--- config.mk ---
export PLATFORM = sky130hd
export DESIGN_NAME = serve_dispatcher
export DESIGN_NICKNAME = d
export VERILOG_FILES = /design/src/rtl/resq_pkg.sv /design/src/rtl/sat_counter.sv /design/src/rtl/serve_dispatcher.sv
export SDC_FILE = /design/constraint.sdc
export NUM_CORES = 1
export LEC_CHECK = 0
export ABC_AREA = 1
export BUFFER_PORTS_ARGS = -buffer_cell sky130_fd_sc_hd__buf_4
export CORE_MARGIN = 10
export CORE_UTILIZATION = 30
export CTS_CLUSTER_DIAMETER = 150
export DETAILED_ROUTE_END_ITERATION = 16
export SLEW_MARGIN = 15
export SYNTH_ARGS = -nofsm -noshare
export SYNTH_HDL_FRONTEND = slang
export SYNTH_HIERARCHICAL = 1
export SYNTH_SLANG_ARGS = --single-unit
--- constraint.sdc ---
create_clock -name clk -period 1.7 [get_ports clk]
set_clock_uncertainty 0.15 [all_clocks]
set_input_delay 0 -clock clk [delete_from_list [all_inputs] [get_ports clk]]
set_output_delay 0 -clock clk [all_outputs]
set_load 0.02 [all_outputs]
--- src/rtl/resq_pkg.sv ---
// resq_pkg: shared FSM encoding, field-width defaults and service-duration rule
// for the rescue-queue selector and dispatcher.
package resq_pkg;
    typedef enum logic [1:0] {
        IDLE = 2'd0,
        BUSY = 2'd1,
        DONE = 2'd2
    } state_t;

    localparam int DEF_ZONE_W = 8;
    localparam int DEF_PRIO_W = 2;

    // Boost overrides the priority formula; a zero-length service is clamped to one cycle.
    function automatic int serve_dur(input logic boost, input int prio, input int base,
                                     input int step, input int bst);
        int d;
        d = boost ? bst : base + prio * step;
        return (d < 1) ? 1 : d;
    endfunction
endpackage

--- src/rtl/sat_counter.sv ---
// sat_counter: up-counter that sticks at all-ones instead of wrapping.
module sat_counter #(
    parameter int W = 8
) (
    input  logic         clk,
    input  logic         rst,
    input  logic         inc,
    output logic [W-1:0] count
);
    always_ff @(posedge clk or posedge rst)
        if (rst) count <= '0;
        else if (inc && count != '1) count <= count + 1'b1;
endmodule

--- src/rtl/serve_dispatcher.sv ---
// serve_dispatcher: accepts the winning request, holds it for its service time,
// pops the source queue once and keeps saturating per-source served counts.
module serve_dispatcher
    import resq_pkg::*;
#(
    parameter int ZONE_W       = DEF_ZONE_W,
    parameter int PRIO_W       = DEF_PRIO_W,
    parameter int BASE_CYCLES  = 4,
    parameter int STEP_CYCLES  = 2,
    parameter int BOOST_CYCLES = 2,
    parameter int TMR_W        = 8,
    parameter int CNT_W        = 8
) (
    input  logic              clk,
    input  logic              rst,
    input  logic              In_Valid,
    input  logic              In_Boost,
    input  logic [PRIO_W-1:0] In_Priority,
    input  logic [ZONE_W-1:0] In_Zone,
    input  logic              In_Select_Shelter,
    input  logic              Unit_Ready,
    output logic              Serve_Shelter,
    output logic              Serve_Food,
    output logic              Dispatch_Active,
    output logic [ZONE_W-1:0] Dispatch_Zone,
    output logic              Dispatch_Shelter,
    output logic              Dispatch_Done,
    output logic [CNT_W-1:0]  Shelter_Served,
    output logic [CNT_W-1:0]  Food_Served
);
    localparam longint TMR_MAX = (64'd1 << TMR_W) - 1;
    localparam longint MAX_DUR = longint'(serve_dur(1'b0, (1 << PRIO_W) - 1, BASE_CYCLES,
                                                    STEP_CYCLES, BOOST_CYCLES));

    if (MAX_DUR > TMR_MAX || longint'(BOOST_CYCLES) > TMR_MAX) begin : g_oversize
        $error("serve_dispatcher: TMR_W too narrow for the longest service");
    end

    state_t           state;
    logic [TMR_W-1:0] timer;
    logic [TMR_W-1:0] dur;
    logic             finish;

    assign dur    = TMR_W'(serve_dur(In_Boost, int'(In_Priority), BASE_CYCLES, STEP_CYCLES,
                                     BOOST_CYCLES));
    assign finish = (state == BUSY) && (timer == '0);

    always_ff @(posedge clk or posedge rst)
        if (rst) begin
            state            <= IDLE;
            timer            <= '0;
            Serve_Shelter    <= 1'b0;
            Serve_Food       <= 1'b0;
            Dispatch_Active  <= 1'b0;
            Dispatch_Zone    <= '0;
            Dispatch_Shelter <= 1'b0;
            Dispatch_Done    <= 1'b0;
        end else begin
            Serve_Shelter <= 1'b0;
            Serve_Food    <= 1'b0;
            Dispatch_Done <= 1'b0;
            case (state)
                IDLE: if (In_Valid && Unit_Ready) begin
                    state            <= BUSY;
                    timer            <= dur - 1'b1;
                    Dispatch_Active  <= 1'b1;
                    Dispatch_Zone    <= In_Zone;
                    Dispatch_Shelter <= In_Select_Shelter;
                    Serve_Shelter    <= In_Select_Shelter;
                    Serve_Food       <= !In_Select_Shelter;
                end
                BUSY: if (finish) begin
                    state           <= DONE;
                    Dispatch_Active <= 1'b0;
                    Dispatch_Done   <= 1'b1;
                end else timer <= timer - 1'b1;
                DONE: begin
                    state            <= IDLE;
                    Dispatch_Zone    <= '0;
                    Dispatch_Shelter <= 1'b0;
                end
                default: state <= IDLE;
            endcase
        end

    // Counts land on the BUSY->DONE edge so they are current while Dispatch_Done pulses.
    sat_counter #(.W(CNT_W)) u_shelter_cnt (
        .clk(clk), .rst(rst), .inc(finish && Dispatch_Shelter), .count(Shelter_Served)
    );
    sat_counter #(.W(CNT_W)) u_food_cnt (
        .clk(clk), .rst(rst), .inc(finish && !Dispatch_Shelter), .count(Food_Served)
    );
endmodule
==> reports/summary.txt, run 1 <==
Antenna-violating nets left: 0
Vias in the first global route: 1984
Crit path max fanout: 4
Number of cell rows: 30
Cell Area, Synth: 2130 um2
Iter 0 DRT Violations: 98
Failing checks: setup timing
Met1 usage: 0.113
Worst r2r dst: u_food_cnt/count[7]
Hold WS: 0.0662 ns
Met2 Use GR: 0.166
Top FF cell, synth: dfrtp_1
Static leakage: 1.55 nW
Worst-margin pin slew: 0.332 ns
Register share of total power: 0.328
Final Cycle Share: 1.01
Switching share of total power: 0.403
Period minus WS final: 1.71 ns
Cell internal pwr: 2.56 mW
Hold Crit Class: in -> async
Max_cap viols: 0
First-pass GRT wire length: 9100 um
Switch Pwr: 1.73 mW
Final Util: 0.444
Area growth from synthesis to layout: 42.5%
Vias: 1949
Worst skew pair latency: 0.29 ns
GRT overflow: 0
Area contributors post-synth: dfrtp_1 (46%), nand2_1 (12%), nand3_1 (8.2%), inv_1 (7.9%), nor2_1 (2.8%)
Detailed Routing Iterations Pass 1: 4
Sequential area share after synthesis: 0.459
Fin worst setup slack: -0.0110 ns
Pin count of the biggest net entering global routing: 29
FF+latch count, synth: 39
Arrival time worst endpoint: 1.73 ns
EDFF count, synth: 0
Total negative setup slack: -0.0110 ns
Root Buffer: clkbuf_8
Initial antenna violation count: 0
Fraction of layout cells with a size suffix above 1: 0.321
CTS tree: yes
Die area: 10900 um2
Grt met3 use: 0.0353
H-tree depth: 2
Area of the multi-input gates: 1010 um2
RSZ-0062 raised after global routing: true
Placed wire-length estimate: 3880 um
PD cells: 1420 nW/um2
Num CTS Buffers: 5
CTS sink count: 39
Mapped Cells: 269
Slew margin rel.: 0.778
Required @ worst endpoint: 1.72 ns
R2r worst-path depth: 11
Synth Net Count: 289
Avg Cell Area, Syn: 7.91 um2
Largest area contributor in the netlist: dfrtp_1
Fmax: 584 MHz
Initial Util: 0.311
Total Routed Length: 5260 um
Reg2reg start: timer[2]
Layout fillers: 697
FFs w/ async S/R, synth: 1.00
Final Wtd Congestion: 0.792
I/O pin count: 45
Clock slew at reported path FFs: 0.09 ns
Wirelength per Cell: 11.7 um
Core Footprint: 6830 um2
Tot GR Track Use: 0.0982
CTS max path bufs: 2
GRT busiest layer: met2
Via density per instance: 4.35
VDD IR max: 1000 uV
Status: complete, but fails checks
Die Width: 104 um
Critical path capture point type: flop
Gate power share: 0.487
Critical path launch point type: flop
Power Total: 4.29 mW
Die Ht: 104 um
DRC Markers: 0
Count of cell types in the netlist: 22
Fin. max-slew vios: 0
Ant. Diodes: 0
Final setup vio count: 1
Pre-CTS WS: -0.102 ns
Most frequent cells after synthesis: nand2_1 (70), inv_1 (45), dfrtp_1 (39), nand3_1 (35), nor2_1 (16)
Buffers added on ports: 44
Final hold violations: 0
Clock power frac: 0.185
FF+latch area: 976 um2
Synthesis Warnings: 6
Final-stage net count: 371
Top-count cell post-synth: nand2_1
Worst R2R Setup Slack: -0.01 ns
Area share of the largest cell type after synthesis: 0.459
Setup Crit Path Kind: reg -> reg
-- power by group through the flow --
| stage | Sequential (mW) | Combinational [mW] | Clock [mW] |
|---|---|---|---|
| 4_1_cts | 1.41 | 2.07 | 0.818 |
| 2_1_floorplan | 1.60 | 0.987 | 0 |
| 3_5_place_dp | 1.42 | 1.95 | 0 |
| 6_report | 1.41 | 2.09 | 0.793 |
| 3_3_place_gp | 1.41 | 1.92 | 0 |
| 5_1_grt | 1.44 | 2.36 | 0.859 |
-- stage by stage --
stage	std cells	cell area (um2)
final	448	3030
after global routing	448	3030
after CTS	446	2990
after detailed placement	421	2690
after global placement	421	2690
after floorplan	269	2150
-- timing repair --
item,4_1_cts,5_1_grt
setup buffers,4,2
resized for setup,5,11
pin swaps,5,3
endpoints found under the hold margin,52,0
setup endpoints to repair,13,16
hold buffers,13,0
-- state kept, by name, indices dropped and copies added, names as in the netlist --
register             flops
state                    2
Dispatch_Active          1
Serve_Food               1
timer                    8
Dispatch_Done            1
Serve_Shelter            1
Dispatch_Zone            8
u_shelter_cnt/count      8
Dispatch_Shelter         1
u_food_cnt/count         8
-- worst max-delay path by stage --
stage,slack [ns],from,end
2_1_floorplan,-0.07,timer[3],u_food_cnt/count[7]
3_3_place_gp,-0.02,timer[3],u_shelter_cnt/count[7]
3_5_place_dp,-0.10,timer[0],u_food_cnt/count[7]
4_1_cts,-0.01,timer[2],u_food_cnt/count[7]
5_1_grt,-0.15,timer[2],u_food_cnt/count[7]
6_report,-0.01,timer[2],u_food_cnt/count[7]
-- kinds of logic (layout without fill, tap and decap cells) --
family	count (synthesis)	count (layout)	share of synthesized area
adder cells (fa/ha/maj)	4	4	0.0235
XOR/XNOR	4	4	0.0165
AND/OR/NAND/NOR	151	151	0.342
buffers and inverters	51	134	0.0994
flip-flops	39	39	0.459
AO/OA/AOI/OAI	20	20	0.0594
-- area by class of cell --
cell class,count,area share
Multi-Input combinational cell,179,0.332
Clock buffer,5,0.0227
Clock inverter,3,0.0153
Timing Repair Buffer,81,0.213
Sequential cell,39,0.322
Tap cell,96,0.0396
Inverter,45,0.0557
-- cells in the final DEF, fill, tap and decap left out, drive strengths merged --
master	count
inv	46
o21ai	18
nand3	40
xnor2	4
clkbuf	5
bufinv	1
nand2	76
buf	68
dfrtp	39
nor2	26
nand4	6
ha	4
nand3b	3
a21oi	1
a31o	1
dlygate4sd3	13
clkinvlp	1
-- critical path: stages, from the launching register on --
cell and delay [ns]:
dfrtp_1 0.42, nor2_4 0.13, nand2_2 0.06, inv_2 0.04, nand4_1 0.11, nor2_1 0.14
buf_4 0.15, nand3_4 0.08, nor2_4 0.13, nand3_2 0.07, nand2_1 0.06, nand2_1 0.05
-- layer usage --
| metal | part of all wire | routed length, um |
|---|---|---|
| met5 | 0 | 0 |
| met1 | 0.44 | 2290 |
| met4 | 0.0068 | 36 |
| met2 | 0.49 | 2570 |
| met3 | 0.069 | 363 |
Power figures use the tool's default switching activity.
==> run 2, diff against run 1 <==
==> constraint.sdc (replaced) <==
create_clock -name clk -period 1.7 [get_ports clk]
set_clock_uncertainty 0.15 [all_clocks]
set_input_delay 0 -clock clk [delete_from_list [all_inputs] [get_ports clk]]
set_output_delay 0 -clock clk [all_outputs]
set_load 0.1 [all_outputs]
==> run 2 against run 1 <==
  * The flow still finishes with violations (setup timing)
  * Hold slack got worse by 0.044 ns
  * Core utilization rose by 0.42 points
  * Count of clock-buffer cells in the layout rose by 1
  * Global-route usage barely moved
  * Largest cell class is now flip-flops and latches
  * Via count rose by 1.0%
  * Critical path type unchanged
  * Sequential power barely moved
  * Highest routed layer unchanged
==> reports/summary.txt, run 2 (same netlist as run 1, synthesis figures left out) <==
Status: complete, but fails checks
Failing checks: setup timing
Final Cycle Share: 1.02
Fin. max-slew vios: 0
Crit-path leading delay family: simple AND/OR/NAND/NOR gates
Pin count of the biggest net entering global routing: 24
Buffers added on ports: 44
Ant. Diodes: 0
Initial Util: 0.311
Buffers & Inverters on Critical Path: 2
Final Wtd Congestion: 0.785
RSZ-0062 raised after global routing: true
Area growth from synthesis to layout: 43.8%
Period minus WS final: 1.73 ns
Dpl cell area: 2740 um2
Worst-margin pin slew: 0.331 ns
Iter 0 DRT Violations: 62
Setup Crit Path Kind: reg -> reg
Total Routed Length: 5180 um
Final hold violations: 0
Placed Cells: 424
Tot GR Track Use: 0.0979
Worst skew pair latency: 0.29 ns
Critical path launch point type: flop
Number of cell rows: 30
Commonest non-fill, non-tap cell in the layout: buf_4
Final-stage net count: 372
Die area: 10900 um2
Placed wire-length estimate: 3860 um
Commonest non-fill, non-tap cells in the layout: buf_4 (69), nand2_1 (67), inv_1 (42)
Core Footprint: 6830 um2
Critical path capture point type: flop
Hold Crit Class: in -> reg
CTS tree: yes
GRT overflow: 0
Slew margin rel.: 0.779
PD cells: 1750 nW/um2
Wirelength per Cell: 11.5 um
Fin area: 3060 um2
Via density per instance: 4.39
Hold WS: 0.0222 ns
CTS max path bufs: 2
Final std cells w/o fill: 449
Antenna-violating nets left: 0
Num CTS Buffers: 5
Required @ worst endpoint: 1.73 ns
DRC Markers: 0
CTS sink count: 39
Max incr delay on CP: 0.42 ns
Pre-CTS WS: -0.107 ns
Total negative setup slack: -0.0425 ns
Fmax: 578 MHz
Final setup vio count: 3
I/O pin count: 45
Arrival time worst endpoint: 1.75 ns
Max_cap viols: 0
Crit-path cells: nor2_4 -> nand2_2 -> inv_2 -> nand4_1 -> nor2_1 -> buf_4 -> nand3_4 -> nor2_4 -> nand3_2 -> nand2_1 -> nand2_1
Vias in the first global route: 1933
Static leakage: 1.53 nW
Root Buffer: clkbuf_8
Layout fillers: 699
Die Ht: 104 um
Clock slew at reported path FFs: 0.08 ns
Vias: 1969
VDD IR max: 908 uV
First-pass GRT wire length: 9030 um
Initial antenna violation count: 0
H-tree depth: 2
Fin worst setup slack: -0.0288 ns
Fraction of layout cells with a size suffix above 1: 0.368
Crit path max fanout: 5
CP max-delay cell: dfrtp_1
Die Width: 104 um
Detailed Routing Iterations Pass 1: 4
[run 2: changes by cell type in the layout (fill, tap and decap cells not counted), sizes merged]
cell	change
inv	-1
clkbuf	+1
clkinv	+1
clkinvlp	-1
buf	+1
[run 2: per-layer routing]
metal,part of all wire,GRT usage
met3,0.040,0.0297
met5,0,0
met1,0.44,0.112
met2,0.51,0.170
met4,0.0068,0.0298
[run 2: what timing repair did]
action | 4_1_cts | 5_1_grt
hold endpoints to repair | 52 | 0
hold buffers | 13 | 0
buffers inserted | 2 | 2
endpoints found under the setup margin | 16 | 16
resized for setup | 7 | 6
pin swaps | 6 | 4
[run 2: worst paths after layout]
check | cells after the start | slack (ns) | end | startpoint
max | 11 | -0.03 | u_shelter_cnt/count[7] | timer[5]
min | 4 | 0.02 | Dispatch_Active | Unit_Ready
max reg2reg | 11 | -0.03 | u_shelter_cnt/count[7] | timer[5]
min reg2reg | 2 | 0.34 | Dispatch_Active | Dispatch_Active
max in group asynchronous | 4 | 0.97 | Dispatch_Shelter | rst
min in group asynchronous | 3 | 0.08 | u_food_cnt/count[1] | rst
[run 2: worst register-to-register path, stage by stage (launching register included)]
cell     delay [ns]
dfrtp_1        0.42
nor2_4         0.13
nand2_2        0.07
inv_2          0.05
nand4_1        0.13
nor2_1         0.14
buf_4          0.16
nand3_4        0.08
nor2_4         0.12
nand3_2        0.07
nand2_1        0.06
nand2_1        0.04
[run 2: final cells by class]
class | instances | area [um2] | area share
multi-input cells | 179 | 997 | 0.326
clock buffers | 6 | 82.6 | 0.0270
repair buffers | 82 | 648 | 0.212
clock inverters | 2 | 35.0 | 0.0115
inverters | 45 | 169 | 0.0552
well taps | 96 | 120 | 0.0393
flip-flops and latches | 39 | 1010 | 0.329
[run 2: report_power, final]
part | internal (mW) | switching [mW] | leakage (nW)
clock network | 0.475 | 0.329 | 0.0612
logic | 0.931 | 2.18 | 0.986
registers | 1.22 | 0.217 | 0.487
[run 2: metrics by stage]
step	power, mW	utilization
floorplan	3.64	-
global placement	4.43	0.402
detailed placement	4.47	0.402
CTS	5.36	0.445
global route	5.71	0.448
finish	5.35	0.448
==> run 3, diff against run 2 <==
--- a/config.mk
+++ b/config.mk
@@ -7,6 +7,7 @@
 export LEC_CHECK = 0
 export ABC_AREA = 1
 export BUFFER_PORTS_ARGS = -buffer_cell sky130_fd_sc_hd__buf_4
+export CORE_ASPECT_RATIO = 0.5
 export CORE_MARGIN = 10
 export CORE_UTILIZATION = 30
 export CTS_CLUSTER_DIAMETER = 150
==> run 3 against run 2 <==
  * The flow still finishes with violations (setup timing)
  * Critical path depth unchanged
  * Flip-flop and latch count did not move
  * Via count barely moved
==> reports/summary.txt, run 3 (same netlist as run 1, synthesis figures left out) <==
Arrival time worst endpoint: 1.79 ns
Register share of total power: 0.252
Setup Crit Path Kind: reg -> reg
Placed wire-length estimate: 4000 um
Clock power frac: 0.195
CTS tree: yes
Die Ht: 79.5 um
Vias in the first global route: 2056
Crit-path leading delay family: simple AND/OR/NAND/NOR gates
DRC Markers: 0
Via density per instance: 4.45
Clock slew at reported path FFs: 0.06 ns
Initial antenna violation count: 0
Period minus WS final: 1.78 ns
Commonest non-fill, non-tap cells in the layout: nand2_1 (64), buf_4 (62), inv_1 (42)
Slew margin rel.: 0.773
Cell internal pwr: 2.88 mW
Crit path max fanout: 4
Hold Crit Class: in -> reg
I/O pin count: 45
Final hold violations: 0
Worst skew pair latency: 0.28 ns
Pre-CTS WS: -0.0942 ns
Buffers added on ports: 44
Fraction of layout cells with a size suffix above 1: 0.377
Detailed Routing Iterations Pass 1: 4
Switching share of total power: 0.491
Fmax: 563 MHz
GRT overflow: 0
H-tree depth: 2
Placed Cells: 419
Final std cells w/o fill: 442
Ant. Diodes: 0
Number of cell rows: 21
CTS sink count: 39
Final Wtd Congestion: 0.809
Required @ worst endpoint: 1.71 ns
Antenna-violating nets left: 0
Fin. max-slew vios: 0
CTS max path bufs: 2
Worst-margin pin slew: 0.340 ns
Final-stage net count: 369
Core Footprint: 6780 um2
VDD IR max: 1230 uV
Final setup vio count: 10
Num CTS Buffers: 5
CP max-delay cell: dfrtp_1
Max_cap viols: 0
Iter 0 DRT Violations: 115
Pin count of the biggest net entering global routing: 29
Commonest non-fill, non-tap cell in the layout: nand2_1
Crit-path cells: nor2_4 -> nand2_2 -> inv_2 -> nand4_1 -> nor2_1 -> buf_4 -> buf_12 -> buf_4 -> nand2_2 -> nand2_1 -> o21ai_1
Total Routed Length: 5480 um
Status: complete, but fails checks
Static leakage: 1.57 nW
RSZ-0062 raised after global routing: true
Vias: 1968
Buffers & Inverters on Critical Path: 4
Fin worst setup slack: -0.0752 ns
Area growth from synthesis to layout: 47.8%
Critical path launch point type: flop
Switch Pwr: 2.78 mW
PD cells: 1800 nW/um2
Tot GR Track Use: 0.100
Max incr delay on CP: 0.42 ns
Wirelength per Cell: 12.4 um
Die area: 11100 um2
Failing checks: setup timing
Die Width: 139 um
Root Buffer: clkbuf_16
Critical path capture point type: flop
Initial Util: 0.314
First-pass GRT wire length: 9470 um
Final Cycle Share: 1.04
Gate power share: 0.553
## run 3: cell types whose count changed in the layout (fill, tap and decap cells not counted), sizes merged
cell	previous run	this run
buf	69	67
dlygate4sd3	13	12
## run 3: final cells by class
class,count,area [um2]
Sequential cell,39,1010
Multi-Input combinational cell,179,1010
Clock inverter,2,35.0
Fill cell,659,3630
Clock buffer,6,139
Tap cell,92,115
Timing Repair Buffer,79,659
Inverter,45,174
## run 3: worst register-to-register path, delay by kind of cell, from the launching register on
kind | cells | cell delay (ns)
buffers and inverters | 4 | 0.41
flip-flops | 1 | 0.42
AND/OR/NAND/NOR | 6 | 0.62
AO/OA/AOI/OAI | 1 | 0.06
## run 3: worst paths after layout
path	startpoint	to	slack (ns)	cells after the start
min reg2reg	Dispatch_Active	Dispatch_Active	0.33	2
max	timer[4]	u_food_cnt/count[2]	-0.08	11
max reg2reg	timer[4]	u_food_cnt/count[2]	-0.08	11
min	Unit_Ready	Dispatch_Active	0.01	4
max in group asynchronous	rst	Dispatch_Shelter	0.96	4
min in group asynchronous	rst	u_shelter_cnt/count[1]	0.10	3
## run 3: through the flow
stage	total power [mW]	hold WS (ns)	util	area, um2	setup TNS (ns)
after CTS	5.63	0.0113	0.452	3060	-0.106
after floorplan	3.64	-0.335	-	2180	-0.382
after detailed placement	4.48	-0.148	0.405	2740	-0.353
after global placement	4.43	-0.148	0.405	2740	-0.0469
after global routing	6.01	0.0292	0.464	3140	-2.70
final	5.66	0.0142	0.464	3140	-0.391
## run 3: power groups by stage
stage / Clock, mW / Sequential [mW] / Combinational, mW
final: 1.10 / 1.43 / 3.13
after global routing: 1.17 / 1.47 / 3.38
after CTS: 1.12 / 1.43 / 3.08
after detailed placement: 0 / 1.44 / 3.04
after global placement: 0 / 1.43 / 3.00
after floorplan: 0 / 2.65 / 0.988
## run 3: timing repair
| item | CTS | global route |
|---|---|---|
| setup endpoints to repair | 10 | 16 |
| gates resized for setup | 3 | 21 |
| hold buffers | 12 | 0 |
| setup buffers | 1 | 2 |
| hold endpoints to repair | 52 | 0 |
| pin swaps | 5 | 12 |
## run 3: per-layer routing
layer | up-vias | wire [um] | track usage
li1 | 1004 | - | -
met1 | 931 | 2390 | 0.113
met2 | 24 | 2870 | 0.186
met3 | 9 | 137 | 0.0208
met4 | 0 | 78 | 0.0373
met5 | - | 0 | 0
